$ cat config.mk
export PLATFORM = sky130hd
export DESIGN_NAME = alarm_scanner
export DESIGN_NICKNAME = d
export VERILOG_FILES = /design/src/rtl/alarm_pkg.sv /design/src/rtl/minute_counter.sv /design/src/rtl/alarm_scanner.sv
export SDC_FILE = /design/constraint.sdc
export NUM_CORES = 1
export LEC_CHECK = 0
export CAP_MARGIN = 15
export CORE_MARGIN = 10
export CORE_UTILIZATION = 31
export DETAILED_ROUTE_END_ITERATION = 10
export PLACE_DENSITY = 0.77
export SLEW_MARGIN = 30
export SYNTH_ARGS = -nofsm -noshare
export SYNTH_HDL_FRONTEND = slang
export SYNTH_SLANG_ARGS = --single-unit
export TNS_END_PERCENT = 5
$ cat constraint.sdc
create_clock -name i_clock -period 3.1 [get_ports i_clock]
set_clock_uncertainty 0.15 [all_clocks]
set_input_delay 0.62 -clock i_clock [delete_from_list [all_inputs] [get_ports i_clock]]
set_output_delay 0.62 -clock i_clock [all_outputs]
set_load 0.1 [all_outputs]
$ cat src/rtl/alarm_pkg.sv
// Shared constants for the alarm scanner: slot field layout, slot count and FSM state encoding.
package alarm_pkg;

    localparam int N_SLOTS   = 7;
    localparam int SLOT_W    = 13;
    localparam int ARMED_BIT = 12;
    localparam int HOUR_MSB  = 10;
    localparam int HOUR_LSB  = 6;
    localparam int MIN_MSB   = 5;
    localparam int MIN_LSB   = 0;

    typedef enum logic [1:0] {
        ST_IDLE   = 2'd0,
        ST_SCAN   = 2'd1,
        ST_RING   = 2'd2,
        ST_SNOOZE = 2'd3
    } state_t;

endpackage

$ cat src/rtl/minute_counter.sv
// Saturating 4-bit minute-tick counter; o_hit flags the tick that reaches the terminal count.
module minute_counter #(
    parameter logic [3:0] TERM = 4'd5
) (
    input  logic i_clk,
    input  logic i_rst,
    input  logic i_clr,
    input  logic i_tick,
    output logic o_hit
);

    logic [3:0] r_cnt;

    always_ff @(posedge i_clk) begin
        if (i_rst || i_clr) begin
            r_cnt <= 4'd0;
        end else if (i_tick && (r_cnt != TERM)) begin
            r_cnt <= r_cnt + 4'd1;
        end
    end

    // TERM is at least 1, so TERM-1 never underflows.
    assign o_hit = i_tick && (r_cnt >= (TERM - 4'd1));

endmodule

$ cat src/rtl/alarm_scanner.sv
// Scans the seven alarm slots on each minute tick and runs the ring / stop / snooze sequence.
// Build option: define ALARM_SNOOZE_EN to enable the SNOOZE state and the snooze input.
module alarm_scanner
    import alarm_pkg::*;
#(
    parameter logic [3:0] RING_MIN   = 4'd5,
    parameter logic [3:0] SNOOZE_MIN = 4'd9
) (
    input  logic        i_clock,
    input  logic        i_clear,
    input  logic [12:0] i_q_r0,
    input  logic [12:0] i_q_r1,
    input  logic [12:0] i_q_r2,
    input  logic [12:0] i_q_r3,
    input  logic [12:0] i_q_r4,
    input  logic [12:0] i_q_r5,
    input  logic [12:0] i_q_r6,
    input  logic [4:0]  i_cur_h,
    input  logic [5:0]  i_cur_m,
    input  logic        i_min_tick,
    input  logic        i_stop,
    input  logic        i_snooze,
    output logic        o_alarm,
    output logic [2:0]  o_active_slot,
    output logic        o_snoozing,
    output logic        o_scan_busy
);

    state_t              r_state;
    state_t              w_state_nxt;
    logic [2:0]          r_idx;
    logic [2:0]          w_idx_nxt;
    logic [2:0]          r_active_slot;
    logic [2:0]          w_active_nxt;
    logic                r_alarm;
    logic                r_snoozing;
    logic                r_scan_busy;
    logic [SLOT_W-1:0]   w_slot;
    logic                w_match;
    logic                w_snooze_req;
    logic                w_ring_tick;
    logic                w_ring_hit;
    logic                w_snz_hit;
    logic                w_unused;

    // Slots are read live so a write landing ahead of the scan pointer is honoured.
    always_comb begin
        w_slot = '0;
        case (r_idx)
            3'd0:    w_slot = i_q_r0;
            3'd1:    w_slot = i_q_r1;
            3'd2:    w_slot = i_q_r2;
            3'd3:    w_slot = i_q_r3;
            3'd4:    w_slot = i_q_r4;
            3'd5:    w_slot = i_q_r5;
            3'd6:    w_slot = i_q_r6;
            default: w_slot = '0;
        endcase
    end

    assign w_match = w_slot[ARMED_BIT]
                  && (w_slot[HOUR_MSB:HOUR_LSB] == i_cur_h)
                  && (w_slot[MIN_MSB:MIN_LSB] == i_cur_m);

`ifdef ALARM_SNOOZE_EN
    logic w_snz_tick;

    assign w_snooze_req = i_snooze;
    assign w_snz_tick   = (r_state == ST_SNOOZE) && i_min_tick && !i_stop;

    minute_counter #(.TERM(SNOOZE_MIN)) u_snz_cnt (
        .i_clk  (i_clock),
        .i_rst  (i_clear),
        .i_clr  (r_state != ST_SNOOZE),
        .i_tick (w_snz_tick),
        .o_hit  (w_snz_hit)
    );
    assign w_unused = w_slot[11];
`else
    assign w_snooze_req = 1'b0;
    assign w_snz_hit    = 1'b0;
    assign w_unused     = ^{w_slot[11], i_snooze, w_snz_hit};
`endif

    assign w_ring_tick = (r_state == ST_RING) && i_min_tick && !i_stop && !w_snooze_req;

    minute_counter #(.TERM(RING_MIN)) u_ring_cnt (
        .i_clk  (i_clock),
        .i_rst  (i_clear),
        .i_clr  (r_state != ST_RING),
        .i_tick (w_ring_tick),
        .o_hit  (w_ring_hit)
    );

    always_comb begin
        w_state_nxt  = r_state;
        w_idx_nxt    = r_idx;
        w_active_nxt = r_active_slot;
        case (r_state)
            ST_IDLE: begin
                if (i_min_tick) begin
                    w_state_nxt = ST_SCAN;
                    w_idx_nxt   = 3'd0;
                end
            end
            ST_SCAN: begin
                if (w_match) begin
                    w_state_nxt  = ST_RING;
                    w_active_nxt = r_idx;
                end else if (r_idx == 3'(N_SLOTS - 1)) begin
                    w_state_nxt = ST_IDLE;
                end else begin
                    w_idx_nxt = r_idx + 3'd1;
                end
            end
            ST_RING: begin
                if (i_stop)            w_state_nxt = ST_IDLE;
                else if (w_snooze_req) w_state_nxt = ST_SNOOZE;
                else if (w_ring_hit)   w_state_nxt = ST_IDLE;
            end
            ST_SNOOZE: begin
                if (i_stop)         w_state_nxt = ST_IDLE;
                else if (w_snz_hit) w_state_nxt = ST_RING;
            end
            default: w_state_nxt = ST_IDLE;
        endcase
    end

    always_ff @(posedge i_clock) begin
        if (i_clear) begin
            r_state       <= ST_IDLE;
            r_idx         <= 3'd0;
            r_active_slot <= 3'd0;
            r_alarm       <= 1'b0;
            r_snoozing    <= 1'b0;
            r_scan_busy   <= 1'b0;
        end else begin
            r_state       <= w_state_nxt;
            r_idx         <= w_idx_nxt;
            r_active_slot <= w_active_nxt;
            r_alarm       <= (w_state_nxt == ST_RING);
            r_snoozing    <= (w_state_nxt == ST_SNOOZE);
            r_scan_busy   <= (w_state_nxt == ST_SCAN);
        end
    end

    assign o_alarm       = r_alarm;
    assign o_active_slot = r_active_slot;
    assign o_snoozing    = r_snoozing;
    assign o_scan_busy   = r_scan_busy;

endmodule
==> run metrics, run 1 <==
status=finished, final reports clean; Avg Inst Size Synth=just over 8 sq um; post-synthesis sequential area ratio=20.0%; Site Rows=25; Clock Tree Root=clkbuf_8; Final Instance Count excl. Fillers=374; Max-slew headroom=61.2%; Max Root-Sink Buffers=2; gr busiest metal=met2; commonest non-fill, non-tap cells in the layout=clkdlybuf4s50_1 (88), buf_4 (33), a21oi_1 (16); switching power=roughly 0.17 mW; count of final setup violators=0; R2R setup slack=between 60 and 70 ps; final count of pins violating max slew=0; DRT Pass-1 Iters=4; Clk pwr share=roughly a quarter; post-layout util=between 60% and 70%; ys async rst share=0%; CTS Buf Count=3; reg2reg start=r_idx[0]; die extent in x=89.7 microns; crit share post-route=97.9%; Die Ht=89.7 microns; syn_nets=298; total track usage=15.4%; Via density=5.31; Worst Hold Depth=2; Data required, critical path=3090 ps; YS warnings=0; mapped cell area=1500 sq um; Post-route DRC=0; grt total ovfl=0; dominant cells by area after synthesis=dfxtp_1 (20%), a22oi_1 (7.0%), ha_1 (5.8%), a21oi_1 (5.3%), a222oi_1 (4.7%); WS Path Type=primary input to register; Inserted Diodes=0; met1 usage=around 17%; EDFF count, synth=0; reg2reg path depth=10; Worst R2R End=r_idx[0]; hpwl dp=5390 microns; TritonCTS clock tree=yes; number of max-cap violations=0; #FFs+latches synth=15; Final ANT Viol Nets=0; Main synth FF type=dfxtp_1; Startpoint Class=primary input; placed insts=369; area share of the largest cell type after synthesis=about a fifth; P_leak=between 1 and 1.5 nW; Mapped Cells=184; initial antenna violation count=0; GR met2 Demand/Resource=28.9%; Seq pwr share=31.1%; Starting Density=31.8%; Core Area=4720 sq um; share of layout cells above drive strength 1=21.5%; clock slew at reported path FFs=approximately 60 ps; hold buffer count at CTS=0; total internal power=0.474 mW; DP Worst Slack=-305 ps; initial DRC count=75; setup ws final=65.9 ps; peak supply drop=approximately 0.00022 V; Yosys top cell by area=dfxtp_1; Area Growth Syn to Fin=92.1%; Total Power=0.643 mW; vias in the first global route=1998; Worst-Skew Late Latency=250 ps; Sw Share=between 20% and 30%; Max FO, Critical Path=3; H-tree depth=1; die footprint=between 8000 and 9000 sq um; RD Place Congestion=0.783; combinational share of power=between 40% and 50%; worst hold path class=register to register; power density over cell area=222 nW/um^2; clk sink count=15; total wire length=6480 microns; first-pass GRT wire length=9800 microns; routed len/inst=17.3 microns; GR Layer Usage met3=3.88%; Slew @ Worst Pin=around 580 ps; final hold slack=329 ps; Final #Nets=422; commonest non-fill, non-tap cell in the layout=clkdlybuf4s50_1; Hold Path Origin=o_active_slot[2]; Port Buf Inserts=104; pin count of the biggest net entering global routing=17; distinct cell type count after synthesis=49; CP endpoint kind=register; Hold Fails Final Rpt=0; Ports=around 110; vias=1985; Arr. time, crit path=3020 ps; Max Freq=approximately 0.33 GHz; Final min period=just over 3000 ps; Hold Path End=o_active_slot[2]
[flip-flops by register name (all words and copies together), names as in the netlist]
register          count
o_active_slot         3
o_alarm               1
o_scan_busy           1
o_snoozing            1
r_idx                 3
r_state               2
u_ring_cnt.r_cnt      4
[kinds of logic after synthesis]
kind of cell,after synthesis,synth area share (%)
buffers and inverters,19,6.49
AND/OR/NAND/NOR,54,20.1
adder cells (fa/ha/maj),7,5.82
flip-flops,15,20.0
multiplexers,8,6.41
AO/OA/AOI/OAI,75,37.7
XOR/XNOR,6,3.49
[per-layer routing]
layer | up-vias | wire [microns]
met5 | - | 0
met4 | 0 | 52
met3 | 6 | 568
met2 | 75 | 3280
met1 | 921 | 2580
li1 | 983 | -
[synthesized netlist by cell type (all sizes together), types with 6 or more instances]
cell,instances
nor2,12
inv,6
buf,9
a22oi,14
o21ai,7
ha,7
dfxtp,15
a21oi,17
a222oi,7
mux2,7
nand2,8
a221oi,8
[critical path: stages]
cell	delay (ps)
clkdlybuf4s50_1	480
a22oi_2	60
a22o_1	190
and3_1	140
or4_4	520
or4_4	500
o21a_4	230
mux2_4	290
[worst max-delay path by stage]
stage                     startpoint        to  slack [ps]  cells after the start
after floorplan             r_idx[0]  r_idx[0]         110                     11
after global placement     i_q_r4[8]  r_idx[0]        -290                      8
after detailed placement   i_q_r4[8]  r_idx[0]        -300                      8
after CTS                  i_q_r5[8]  r_idx[0]         0.2                      8
after global routing        r_idx[1]  r_idx[0]         -20                      9
final                      i_q_r2[5]  r_idx[0]          70                      8
[final cells by class]
cell class | instances | area, sq um
timing repair buffer | 132 | 1250
inverter | 6 | 22.5
multi-input combinational | 150 | 1180
clock buffer | 4 | 45.0
sequential | 15 | 305
tap | 67 | 83.8
fill | 393 | 1830
[timing repair]
| item | in CTS | in global routing |
|---|---|---|
| setup buffers | 0 | 1 |
| setup endpoints to repair | 5 | 9 |
| resized for setup | 5 | 24 |
| pin swaps | 10 | 17 |
[power by group through the flow]
stage	Sequential (mW)	Clock (mW)	Combinational [mW]
after CTS	0.199	0.160	0.276
after floorplan	0.211	0	0.102
final	0.200	0.158	0.285
after global placement	0.203	0	0.274
after global routing	0.200	0.170	0.306
after detailed placement	0.203	0	0.276
[stage by stage]
step	TNS (ps)	cell area [sq um]
floorplan	0	1500
global placement	-1970	2740
detailed placement	-2050	2740
CTS	0	2780
global route	-28.4	2890
finish	0	2890
Note: power is estimated with default switching activity, not from simulation.
==> run 2: changes to the inputs <==
--- a/config.mk
+++ b/config.mk
@@ -10,6 +10,7 @@
 export CORE_UTILIZATION = 31
 export DETAILED_ROUTE_END_ITERATION = 10
 export PLACE_DENSITY = 0.77
+export RECOVER_POWER = 25
 export SLEW_MARGIN = 30
 export SYNTH_ARGS = -nofsm -noshare
 export SYNTH_HDL_FRONTEND = slang
==> run 2 against run 1 <==
  * Largest power group unchanged
  * Largest cell class unchanged
  * Utilization is 0.32 points lower
  * Total power hardly changed
  * Cell count stayed put
==> run metrics, run 2 (same netlist as run 1, synthesis figures left out) <==
Layout fillers=398 (+1.3%); number of max-cap violations=0 (unchanged); reg2reg start=r_idx[0]; RD Place Congestion=0.783 (unchanged); gr busiest metal=met2; H-tree depth=1 (unchanged); status=finished, final reports clean; Startpoint Class=primary input; Max FO, Critical Path=3 (unchanged); Final min period=3030 ps (-0.319 ps); Post-route DRC=0 (unchanged); GR met2 Demand/Resource=28.9% (unchanged); commonest non-fill, non-tap cells in the layout=clkdlybuf4s50_1 (88), buf_4 (29), a21oi_1 (16); Max-slew headroom=21.8% (-39 points); Clock Tree Root=clkbuf_8; count of final setup violators=0 (unchanged); Max Freq=0.330 GHz (about the same); post-layout util=60.8% (-0.32 points); Arr. time, crit path=3020 ps (about the same); most frequent CP cell=or4_4; Max Root-Sink Buffers=2 (unchanged); TritonCTS clock tree=yes; pin count of the biggest net entering global routing=17 (unchanged); Site Rows=25 (unchanged); total wire length=6480 microns (about the same); peak supply drop=0.000211 V (-5.1%); CP peak stage delay=520 ps (about the same); met1 usage=17.2% (unchanged); hold buffer count at CTS=0 (unchanged); Final ANT Viol Nets=0 (unchanged); Inserted Diodes=0 (unchanged); Via density=5.30 (-0.20%); Final #Nets=422 (unchanged); WS Path Type=primary input to register; die footprint=8040 sq um (unchanged); Ports=113 (unchanged); CP Buf/Inv Count=1 (unchanged); Data required, critical path=3090 ps (about the same); vias in the first global route=1998 (unchanged); worst hold path class=register to register; clock slew at reported path FFs=60 ps (about the same); Hold Fails Final Rpt=0 (unchanged); Worst R2R End=r_idx[0]; Worst-Skew Late Latency=250 ps (about the same); Die Ht=89.7 microns (unchanged); grt total ovfl=0 (unchanged); Worst Hold Depth=2 (unchanged); reg2reg path depth=10 (unchanged); CP endpoint kind=register; Hold Path Origin=o_active_slot[2]; vias=1981 (-0.20%); GR Layer Usage met3=3.88% (unchanged); family with the most delay on the worst path=simple AND/OR/NAND/NOR gates; die extent in x=89.7 microns (unchanged); clk sink count=15 (unchanged); Area Growth Syn to Fin=91.1%; Final TNS setup=0 ps (unchanged); Largest Register=u_ring_cnt.r_cnt; routed len/inst=17.3 microns (about the same); P_leak=1.12 nW (-1.5%); slowest CP cell=or4_4; share of layout cells above drive strength 1=20.2% (-1.3 points); Hold Path End=o_active_slot[2]; initial antenna violation count=0 (unchanged); hpwl dp=5390 microns (unchanged); final count of pins violating max slew=0 (unchanged); initial DRC count=75 (unchanged); max FFs per register=4 (unchanged); Port Buf Inserts=104 (unchanged); R2R setup slack=70 ps (about the same); CP Cell Sequence=clkdlybuf4s50_1, a22oi_2, a22o_1, and3_1, or4_4, or4_4, o21a_4, mux2_4; DRT Pass-1 Iters=4 (unchanged); first-pass GRT wire length=9800 microns (unchanged); commonest non-fill, non-tap cell in the layout=clkdlybuf4s50_1; total track usage=15.4% (unchanged); power density over cell area=223 nW/um^2 (+0.44%); Core Area=4720 sq um (unchanged); CTS Buf Count=3 (unchanged); crit share post-route=97.9% (about the same); Slew @ Worst Pin=1180 ps (+598 ps); Starting Density=31.8% (unchanged)
[run 2: changes by cell type in the layout (fill, tap and decap cells not counted)]
cell / change
buf_4: -4
clkbuf_1: +4
[run 2: where the power goes]
group | internal [mW] | switching [mW]
Combinational | 0.186 | 0.0979
Clock | 0.0910 | 0.0675
Sequential | 0.196 | 0.00381
[run 2: stage by stage]
| stage | hold WS [ps] | std cells | instance area [sq um] | setup slack (ps) | power [mW] |
|---|---|---|---|---|---|
| final | 329 | 374 | 2870 | 66.3 | 0.642 |
| after floorplan | 344 | 184 | 1500 | 105 | 0.313 |
| after global placement | 317 | 369 | 2740 | -289 | 0.477 |
| after global routing | 369 | 374 | 2870 | -16.0 | 0.676 |
| after detailed placement | 323 | 369 | 2740 | -305 | 0.480 |
| after CTS | 333 | 373 | 2780 | 0.232 | 0.636 |
[run 2: area by class of cell]
| cell class | instances | area (sq um) | share of cell area, % |
|---|---|---|---|
| inverters | 6 | 22.5 | 0.784 |
| flip-flops and latches | 15 | 305 | 10.6 |
| repair buffers | 132 | 1230 | 43.0 |
| well taps | 67 | 83.8 | 2.92 |
| clock buffers | 4 | 45.0 | 1.57 |
| multi-input cells | 150 | 1180 | 41.1 |
[run 2: worst register-to-register path: cells and delay by family (launching register included)]
family,cells,cell delay (ps)
and+or+nand+nor,3,860
adders and majority gates,2,360
DFF,1,360
muxes,1,290
buffers and inverters,2,260
AOI/OAI and AO/OA,2,630
[run 2: how the worst max path moves through the flow]
stage          startpoint        to  slack, ps  cells after the start
6_report        i_q_r2[5]  r_idx[0]         70                      8
2_1_floorplan    r_idx[0]  r_idx[0]        110                     11
3_5_place_dp    i_q_r4[8]  r_idx[0]       -300                      8
5_1_grt          r_idx[1]  r_idx[0]        -20                      9
4_1_cts         i_q_r5[8]  r_idx[0]        0.2                      8
3_3_place_gp    i_q_r4[8]  r_idx[0]       -290                      8
[run 2: per-layer routing]
metal / part of all wire [%] / vias up
met3: 8.5 / 6
met2: 51 / 73
met5: 0 / -
met4: 0.80 / 0
met1: 40 / 918
li1: - / 984
[run 2: repair_timing]
item	in CTS	in global routing
resized for setup	5	24
setup buffers	0	1
pin swaps	10	17
endpoints found under the setup margin	5	9
hold endpoints to repair	0	0
==> run 3: changes to the inputs <==
--- a/config.mk
+++ b/config.mk
@@ -7,9 +7,9 @@
 export LEC_CHECK = 0
 export CAP_MARGIN = 15
 export CORE_MARGIN = 10
-export CORE_UTILIZATION = 31
+export CORE_UTILIZATION = 34
 export DETAILED_ROUTE_END_ITERATION = 10
-export PLACE_DENSITY = 0.77
+export PLACE_DENSITY = 0.8
 export RECOVER_POWER = 25
 export SLEW_MARGIN = 30
 export SYNTH_ARGS = -nofsm -noshare
==> constraint.sdc (replaced) <==
create_clock -name i_clock -period 3.3 [get_ports i_clock]
set_clock_uncertainty 0.15 [all_clocks]
set_input_delay 0.66 -clock i_clock [delete_from_list [all_inputs] [get_ports i_clock]]
set_output_delay 0.66 -clock i_clock [all_outputs]
set_load 0.1 [all_outputs]
==> run 3 against run 2 <==
  * Via count is 3.7% lower
  * Utilization is 2.0 points higher
  * Setup slack better by 44 ps
  * Sequential share of layout area is 0.47 points higher
  * Largest cell class is now multi-input combinational cells
  * Combinational power is 9.9% lower
  * Critical path depth stayed put
  * Clock power is 7% lower
  * Register-to-register slack better by 70 ps
==> run metrics, run 3 (same netlist as run 1, synthesis figures left out) <==
pin count of the biggest net entering global routing=34 (+17); CTS Buf Count=3 (unchanged); commonest non-fill, non-tap cells in the layout=clkdlybuf4s50_1 (98), buf_4 (19), a21oi_1 (16); Max Freq=0.313 GHz; CP Buf/Inv Count=1 (unchanged); Arr. time, crit path=3170 ps (+150 ps); Final TNS setup=0 ps (unchanged); commonest non-fill, non-tap cell in the layout=clkdlybuf4s50_1; Hold Fails Final Rpt=0 (unchanged); Worst-Skew Late Latency=240 ps (about the same); initial antenna violation count=0 (unchanged); Final min period=3190 ps; Startpoint Class=primary input; grt total ovfl=0 (unchanged); peak supply drop=0.000224 V (+6.4%); CP peak stage delay=520 ps (about the same); Final ANT Viol Nets=0 (unchanged); RD Place Congestion=0.846 (+8.0%); Max Root-Sink Buffers=2 (unchanged); Final #Nets=411 (-2.6%); Setup Fix Bufs, Post-CTS=0 (unchanged); count of final setup violators=0 (unchanged); share of layout cells above drive strength 1=15.5% (-4.7 points); DRT Pass-1 Iters=4 (unchanged); Inserted Diodes=0 (unchanged); first-pass GRT wire length=9220 microns (-5.9%); CP endpoint kind=register; Post-route DRC=0 (unchanged); hold buffer count at CTS=0 (unchanged); Site Rows=24 (-4.0%); Via density=5.48 (+3.5%); slowest CP cell=or4_4; Die Ht=86.5 microns (-3.5%); P_leak=0.999 nW (-11%); routed len/inst=17.2 microns (-0.78%); Ports=113 (unchanged); TritonCTS clock tree=yes; die extent in x=86.5 microns (-3.5%); WS Path Type=primary input to register; final hold slack=336 ps (+6.74 ps); total wire length=5990 microns (-7.7%); setup ws final=110 ps (+43.9 ps); most frequent CP cell=or4_4; crit share post-route=a little over nine tenths; die footprint=7480 sq um (-6.9%); CP Cell Sequence=clkdlybuf4s50_1, a22oi_1, a22o_1, and3_1, or4_4, or4_4, o21a_4, mux2_4; total track usage=14.9% (-0.49 points); hpwl dp=4910 microns (-8.8%); family with the most delay on the worst path=simple AND/OR/NAND/NOR gates; clock slew at reported path FFs=60 ps (about the same); Layout fillers=372 (-6.5%); number of max-cap violations=0 (unchanged); critical path startpoint=i_q_r4[5]; Starting Density=34.8% (+2.9 points); Largest Register=u_ring_cnt.r_cnt; Max-slew headroom=21.7% (-0.064 points); status=finished, final reports clean; clk sink count=15 (unchanged); placed insts=344 (-6.8%); reg2reg start=r_idx[0]; worst hold path class=register to register; max FFs per register=4 (unchanged); initial DRC count=93 (+24%); Core Area=4320 sq um (-8.5%); Area Growth Syn to Fin=80.7%; Data required, critical path=3280 ps (+190 ps); Final Instance Count excl. Fillers=348 (-7.0%); final count of pins violating max slew=0 (unchanged); vias in the first global route=1842 (-7.8%); DP Worst Slack=-157 ps (+148 ps); Slew @ Worst Pin=1180 ps (+0.963 ps); power density over cell area=218 nW/um^2 (-2.6%); Hold Path Origin=o_active_slot[1]; vias=1907 (-3.7%); Port Buf Inserts=104 (unchanged); Total Power=0.591 mW (-7.9%); H-tree depth=1 (unchanged); Clock Tree Root=clkbuf_8; Max FO, Critical Path=3 (unchanged)
[run 3: cell count changes in the layout (fill, tap and decap cells not counted), sizes merged]
cell           delta
buf              -11
clkdlybuf4s50    +10
dlygate4sd2       -4
dlymetal6s2s      -6
[run 3: what timing repair did]
action                     in CTS  in global routing
gates resized for setup         1                  9
setup endpoints to repair       3                 10
pin swaps                       0                  3
[run 3: worst paths after layout]
| path | to | slack, ps | depth (start not counted) |
|---|---|---|---|
| worst max-delay path | r_idx[0] | 110 | 8 |
| worst min-delay path | o_active_slot[1] | 340 | 2 |
| worst min register to register | o_active_slot[1] | 340 | 2 |
| worst max register to register | r_idx[0] | 140 | 9 |
[run 3: metal layers]
metal / vias up / track usage, % / routed length, microns
met3: 2 / 2.63 / 315
li1: 954 / - / -
met4: 0 / 2.21 / 12
met1: 890 / 18.9 / 2650
met5: - / 0 / 0
met2: 61 / 25.9 / 3000
[run 3: worst reg2reg max path: stages (launching register included)]
cell	delay, ps
dfxtp_1	400
buf_4	150
ha_1	140
ha_1	320
a32oi_1	130
and3_1	220
or4_4	520
or4_4	510
o21a_4	250
mux2_4	290
[run 3: final cells by class]
class                           count  area (sq um)  area share [%]
Timing Repair Buffer              121          1140            41.9
Clock buffer                        4          45.0            1.66
Tap cell                           52          65.1            2.39
Inverter                            6          22.5           0.829
Sequential cell                    15           302            11.1
Multi-Input combinational cell    150          1140            42.1
[run 3: where the power goes]
part           internal, mW  leakage [nW]  switching, mW  total (mW)
registers             0.184         0.122        0.00345       0.188
logic                 0.169         0.855         0.0873       0.256
clock network        0.0854        0.0228         0.0625       0.148
total                 0.438         0.999          0.153       0.591
[run 3: per-stage QoR]
step | cell area [sq um] | utilization, %
finish | 2720 | 62.8
global route | 2720 | 62.8
CTS | 2700 | 62.3
detailed placement | 2650 | 61.2
global placement | 2650 | 61.2
floorplan | 1500 | -
